File: src/rtl/mtx_hop_pkg.sv
// Shared definitions for the frequency-hop scheduler: state encoding and
// the hop-index to phase-increment mapping.
package mtx_hop_pkg;

  typedef enum logic [1:0] {
    ST_IDLE      = 2'd0,
    ST_WAIT_TRIG = 2'd1,
    ST_GUARD     = 2'd2,
    ST_DWELL     = 2'd3
  } sched_state_t;

  // Full 32-bit result; the caller keeps the low PHASE_WIDTH bits (modulo wrap).
  function automatic logic [31:0] mtx_hop_ph_inc(input logic [31:0] start_inc,
                                                 input logic [31:0] step,
                                                 input logic [31:0] idx);
    return start_inc + idx * step;
  endfunction

endpackage

File: src/rtl/mtx_cycle_cnt.sv
// Load-and-count-down counter; tc is high while the count sits at zero.
module mtx_cycle_cnt #(
  parameter int W = 24
) (
  input  logic         clk,
  input  logic         reset,
  input  logic         load,
  input  logic [W-1:0] load_val,
  input  logic         en,
  output logic         tc
);

  logic [W-1:0] cnt;

  always_ff @(posedge clk) begin
    if (reset)                cnt <= '0;
    else if (load)            cnt <= load_val;
    else if (en && cnt != '0) cnt <= cnt - W'(1);
  end

  assign tc = (cnt == '0);

endmodule

File: src/rtl/mtx_hop_scheduler.sv
// Frame-synchronous frequency-hop scheduler: per hop a guard interval with the
// generator held in reset, then a dwell of DWELL_N accepted samples.
module mtx_hop_scheduler
  import mtx_hop_pkg::*;
#(
  parameter int                     PHASE_WIDTH  = 24,
  parameter int                     NHOP_WIDTH   = 8,
  parameter int                     CNT_WIDTH    = 24,
  parameter int                     NUM_HOPS     = 64,
  parameter int                     DWELL_N      = 16384,
  parameter int                     GUARD_N      = 256,
  parameter logic [PHASE_WIDTH-1:0] START_PH_INC = -24'd4194304,
  parameter logic [PHASE_WIDTH-1:0] HOP_DPH_INC  = 24'd131072
) (
  input  logic                   clk,
  input  logic                   reset,
  input  logic                   enable,
  input  logic                   ext_trig,
  input  logic [NHOP_WIDTH-1:0]  hop_stride,
  input  logic                   gen_tready,
  output logic [PHASE_WIDTH-1:0] ph_inc,
  output logic                   gen_srst,
  output logic                   tx_active,
  output logic [NHOP_WIDTH-1:0]  hop_idx,
  output logic                   hop_done,
  output logic                   frame_done,
  output logic [1:0]             sched_state
);

  localparam logic [NHOP_WIDTH-1:0] IDX_MASK = NHOP_WIDTH'(NUM_HOPS - 1);
  localparam logic [NHOP_WIDTH-1:0] LAST_HOP = NHOP_WIDTH'(NUM_HOPS - 1);

  sched_state_t          state, state_nx;
  logic                  trig_q;
  logic [NHOP_WIDTH-1:0] stride, acc, acc_nx, hop_cnt, idx_nx;
  logic                  trig_rise, dwell_last, last_hop;
  logic                  frame_start, hop_adv;
  logic                  cnt_load, cnt_en, cnt_tc;
  logic [CNT_WIDTH-1:0]  cnt_load_val;
  logic [PHASE_WIDTH-1:0] ph_nx;

  assign trig_rise  = ext_trig & ~trig_q;
  assign dwell_last = (state == ST_DWELL) && gen_tready && cnt_tc;
  assign last_hop   = (hop_cnt == LAST_HOP);

  always_comb begin
    state_nx = state;
    if (!enable) begin
      state_nx = ST_IDLE;
    end else begin
      case (state)
        ST_IDLE:      state_nx = ST_WAIT_TRIG;
        ST_WAIT_TRIG: if (trig_rise) state_nx = ST_GUARD;
        ST_GUARD:     if (cnt_tc) state_nx = ST_DWELL;
        ST_DWELL:     if (dwell_last) state_nx = last_hop ? ST_WAIT_TRIG : ST_GUARD;
        default:      state_nx = ST_IDLE;
      endcase
    end
  end

  assign frame_start = (state == ST_WAIT_TRIG) && enable && trig_rise;
  assign hop_adv     = enable && dwell_last && !last_hop;
  assign acc_nx      = frame_start ? '0 : (hop_adv ? acc + stride : acc);
  assign idx_nx      = acc_nx & IDX_MASK;
  assign ph_nx       = PHASE_WIDTH'(mtx_hop_ph_inc(32'(START_PH_INC), 32'(HOP_DPH_INC),
                                                   32'(idx_nx)));

  // One shared counter, reloaded on every state change; guard ignores tready.
  assign cnt_load     = (state_nx != state);
  assign cnt_load_val = (state_nx == ST_GUARD) ? CNT_WIDTH'(GUARD_N - 1)
                                               : CNT_WIDTH'(DWELL_N - 1);
  assign cnt_en       = (state == ST_GUARD) || ((state == ST_DWELL) && gen_tready);

  mtx_cycle_cnt #(.W(CNT_WIDTH)) u_cnt (
    .clk      (clk),
    .reset    (reset),
    .load     (cnt_load),
    .load_val (cnt_load_val),
    .en       (cnt_en),
    .tc       (cnt_tc)
  );

  always_ff @(posedge clk) begin
    if (reset) begin
      state      <= ST_IDLE;
      trig_q     <= 1'b0;
      stride     <= '0;
      acc        <= '0;
      hop_cnt    <= '0;
      ph_inc     <= START_PH_INC;
      hop_done   <= 1'b0;
      frame_done <= 1'b0;
    end else begin
      state  <= state_nx;
      trig_q <= ext_trig;
      acc    <= acc_nx;
      if (frame_start) begin
        stride  <= hop_stride | NHOP_WIDTH'(1);
        hop_cnt <= '0;
      end else if (hop_adv) begin
        hop_cnt <= hop_cnt + NHOP_WIDTH'(1);
      end
      // Increment is presented from the first guard cycle of each hop.
      if (state_nx == ST_GUARD && state != ST_GUARD) ph_inc <= ph_nx;
      hop_done   <= enable && dwell_last;
      frame_done <= enable && dwell_last && last_hop;
    end
  end

  assign hop_idx     = acc & IDX_MASK;
  assign gen_srst    = (state != ST_DWELL);
  assign tx_active   = (state == ST_DWELL);
  assign sched_state = state;

endmodule
File: config.mk
export PLATFORM = sky130hd
export DESIGN_NAME = mtx_hop_scheduler
export DESIGN_NICKNAME = d
export VERILOG_FILES = /design/src/rtl/mtx_hop_pkg.sv /design/src/rtl/mtx_cycle_cnt.sv /design/src/rtl/mtx_hop_scheduler.sv
export SDC_FILE = /design/constraint.sdc
export NUM_CORES = 1
export LEC_CHECK = 0
export CAP_MARGIN = 15
export CORE_ASPECT_RATIO = 0.8
export CORE_MARGIN = 2
export CORE_UTILIZATION = 63
export DETAILED_ROUTE_END_ITERATION = 12
export DONT_BUFFER_PORTS = 1
export PLACE_DENSITY = 0.79
export SETUP_SLACK_MARGIN = 0.1
export SYNTH_ARGS = -nofsm -noshare
export SYNTH_HDL_FRONTEND = slang
export SYNTH_SLANG_ARGS = --single-unit
File: constraint.sdc
create_clock -name clk -period 3.5 [get_ports clk]
set_clock_uncertainty 0.1 [all_clocks]
set_input_delay 0.7 -clock clk [delete_from_list [all_inputs] [get_ports clk]]
set_output_delay 0.7 -clock clk [all_outputs]
set_load 0.005 [all_outputs]
==> impl_summary.txt <==
----------------------------------------------------
[Clock tree]
  Longest Clk Path Bufs ... 2
  Post-CTS resize count ... 0
  # hold bufs at CTS ... 0
  TritonCTS clock tree ... yes
  Post-CTS Repair Setup Buffers ... 0
  Clock H-tree levels ... 2
  Worst-skew pair later-pin latency ... 310 ps
  Num CTS Buffers ... 5
  Clock transition at the registers of the reported paths ... 100 ps
  CTS Sinks ... 55
  Root cell of the clock tree ... sky130_fd_sc_hd__clkbuf_8

[Synth]
  Cell with the most instances after synthesis ... sky130_fd_sc_hd__dfxtp_1
  Count of cell types in the netlist ... 43
  Count of flip-flops with a built-in enable after synthesis ... 0
  FF+latch count, synth ... 55
  Synth Area per Inst ... 8.63 µm²
  Area fraction of the dominant cell type after synthesis ... 39.3%
  Dominant cell type by area after synthesis ... sky130_fd_sc_hd__dfxtp_1
  Sequential-to-total area share from yosys stat ... 39.3%
  Synthesized instance count ... 325
  Mapped cell area ... 2800 µm²
  Number of synthesis warnings ... 0
  Prevailing post-synth register cell ... sky130_fd_sc_hd__dfxtp_1
  Post-synth ARST share ... 0%
  Most numerous cell types in the synthesized netlist ... 55 x sky130_fd_sc_hd__dfxtp_1, 27 x sky130_fd_sc_hd__nor2_1, 25 x sky130_fd_sc_hd__a21oi_1
  Cells taking the most area after synthesis ... sky130_fd_sc_hd__dfxtp_1 39%, sky130_fd_sc_hd__xnor2_1 7.2%, sky130_fd_sc_hd__buf_4 5.6%

[Global routing]
  Wire length of the first global-routing pass ... 9.08 mm
  Aggregate global-route resource usage ... 22.7%
  Via count of the first global-routing pass ... 1971
  Antenna violations before repair ... 0
  Largest net degree at the start of global routing ... 20
  Overflow left after global routing ... 0

[Detailed routing]
  Detailed-router iteration count before antenna repair ... 4
  Via Count ... 2112
  Vias per inst ... 5.53
  Iteration-0 DRC Markers ... 102
  Remaining antenna violation count after routing ... 0
  DRC ... 0
  Total Routed Length ... 5.15 mm
  Wire per inst ... 13.5 µm

[Floorplan]
  Starting Density ... 66.3%
  Floorplan Core Area ... 4230 µm²
  Total die area ... 5000 µm²
  Die Height ... 63.7 µm
  Horizontal die dimension ... 78.6 µm
  I/O pins ... 51
  Core Rows ... 21

[Timing]
  Hold Fails Final Rpt ... 0
  Setup-violating endpoint count in the final report ... 0
  Setup repair after global routing missed its margin ... false
  Post-route setup TNS ... 0 ps
  Worst relative slew slack ... 62.8%
  Highest clock rate ... 384 MHz
  Final critical path time including I/O delays and setup ... 2600 ps
  Number of pins exceeding their max-slew limit in the final report ... 0
  Slew of the pin with the lowest slew margin ... 552 ps
  Final worst setup slack ... 895 ps
  Share of the cycle needed by the critical path after routing ... 74.4%

[Outcome]
  Result of the run ... complete, no violations

[Final layout]
  Nets@finish ... 345
  Share of final-layout standard cells stronger than drive strength 1 ... 5.85%
  Area added between synthesis and finish ... 2.19%
  Number of diodes ... 0

[Worst setup path]
  Worst endpoint required time ... 3580 ps
  Crit-path max FO ... 11
  Start-to-end type of the worst setup path ... reg -> reg
  Critical path startpoint category ... register
  Length in cells of the worst reg-to-reg path ... 6
  Worst R2R Start ... u_cnt.cnt[18]$_SDFFE_PP0P_
  CP startpoint ... u_cnt.cnt[18]$_SDFFE_PP0P_
  Critical register-to-register path endpoint ... u_cnt.cnt[13]$_SDFFE_PP0P_
  Setup crit end kind ... register
  Worst path arrival time ... 2680 ps
  FF-to-FF setup slack ... 900 ps

[Run]
  Max-cap check violation count ... 0

[Placement]
  HPWL after DPL ... 3.74 mm
  Input/output buffers ... 0
  RePlAce Congestion ... 0.792
  Post-place setup slack ... 947 ps

[Min path]
  HP Start ... reset
  Worst hold path class ... in -> reg
  Cell depth of the worst min-delay path ... 1
  Worst Hold Path EP ... stride[2]$_SDFFE_PP0P_

[Pwr]
  Lkg Pwr ... 1.04 nW
  Power density over cell area ... 380 nW/µm²
  Maximum ir drop on the vdd rail ... 0.000265 V

----------------------------------------------------
[sequential cells by signal, indices dropped and copies added, names as in the netlist]
name / flops
u_cnt.cnt: 24
hop_cnt: 8
acc: 6
ph_inc: 6
stride: 6
sched_state: 2
frame_done: 1
hop_done: 1
trig_q: 1
[cell usage in the layout (no fill, tap or decap), types with 3 or more instances in the layout]
cell,n
sky130_fd_sc_hd__a21oi_1,25
sky130_fd_sc_hd__mux2i_1,5
sky130_fd_sc_hd__nand4_1,9
sky130_fd_sc_hd__xnor2_1,23
sky130_fd_sc_hd__a31oi_1,3
sky130_fd_sc_hd__dfxtp_1,55
sky130_fd_sc_hd__nor3_1,8
sky130_fd_sc_hd__nand2_1,17
sky130_fd_sc_hd__ha_1,7
sky130_fd_sc_hd__xor2_1,12
sky130_fd_sc_hd__o21ai_0,7
sky130_fd_sc_hd__o22ai_1,4
sky130_fd_sc_hd__nor2_1,27
sky130_fd_sc_hd__nor2b_1,5
sky130_fd_sc_hd__inv_1,17
sky130_fd_sc_hd__nor4_1,11
sky130_fd_sc_hd__conb_1,19
sky130_fd_sc_hd__nand4b_1,4
sky130_fd_sc_hd__clkbuf_8,5
sky130_fd_sc_hd__and2_1,11
sky130_fd_sc_hd__buf_4,6
sky130_fd_sc_hd__nand3_1,17
[metal layers]
metal | wire length (µm) | track usage, % | up-vias
met1 | 2580 | 31.9 | 981
met3 | 279 | 6.73 | 6
met4 | 57 | 4.61 | 0
li1 | - | - | 1076
met5 | 0 | 0 | -
met2 | 2240 | 34.7 | 49
[worst max-delay path: stages, from the launching register on]
cell                       delay (ps)
sky130_fd_sc_hd__dfxtp_1          340
sky130_fd_sc_hd__or4_4            580
sky130_fd_sc_hd__or3_4            370
sky130_fd_sc_hd__or4b_4           640
sky130_fd_sc_hd__nand4b_1         160
sky130_fd_sc_hd__xor2_1           200
sky130_fd_sc_hd__a21oi_1           90
[logic make-up after synthesis]
family | count (synthesis) | share of synthesized area (%)
DFF | 55 | 39.3
adders and majority gates | 8 | 3.84
xor gates and xnor gates | 35 | 10.9
muxes | 5 | 1.78
other | 1 | 0.134
and+or+nand+nor | 123 | 24.2
buffers and inverters | 49 | 9.68
AOI/OAI and AO/OA | 49 | 10.1
[worst max path at each step]
| stage | endpoint | slack, ps |
|---|---|---|
| floorplan | u_cnt.cnt[5]$_SDFFE_PP0P_ | 1050 |
| global placement | ph_inc[21]$_SDFFE_PP0P_ | 950 |
| detailed placement | u_cnt.cnt[13]$_SDFFE_PP0P_ | 950 |
| CTS | ph_inc[21]$_SDFFE_PP0P_ | 930 |
| global route | u_cnt.cnt[21]$_SDFFE_PP0P_ | 650 |
| finish | u_cnt.cnt[13]$_SDFFE_PP0P_ | 900 |
[area by class of cell]
type,count,area (µm²)
flip-flops and latches,55,1100
inverters,17,63.8
well taps,57,71.3
repair buffers,6,45.0
multi-input cells,239,1500
fillers,344,1370
clock buffers,6,72.6
clock inverters,2,12.5
[through the flow]
step | util (%) | cells | power, W | hold slack (ps) | area [µm²]
after global placement | 65.7 | 374 | 0.000759 | 333 | 2780
final | 67.7 | 382 | 0.00109 | 343 | 2870
after floorplan | - | 343 | 0.000760 | 329 | 2870
after CTS | 67.7 | 382 | 0.00109 | 338 | 2870
after detailed placement | 65.7 | 374 | 0.000762 | 349 | 2780
after global routing | 67.7 | 382 | 0.00115 | 320 | 2870
[power breakdown]
group / switching (W) / internal (W) / leakage (nW) / total (W)
logic: 0.0000545 / 0.0000326 / 0.548 / 0.0000871
clock network: 0.000199 / 0.000140 / 0.0412 / 0.000339
registers: 0.0000176 / 0.000644 / 0.448 / 0.000662
No activity file was read; power rests on OpenSTA's default activity.
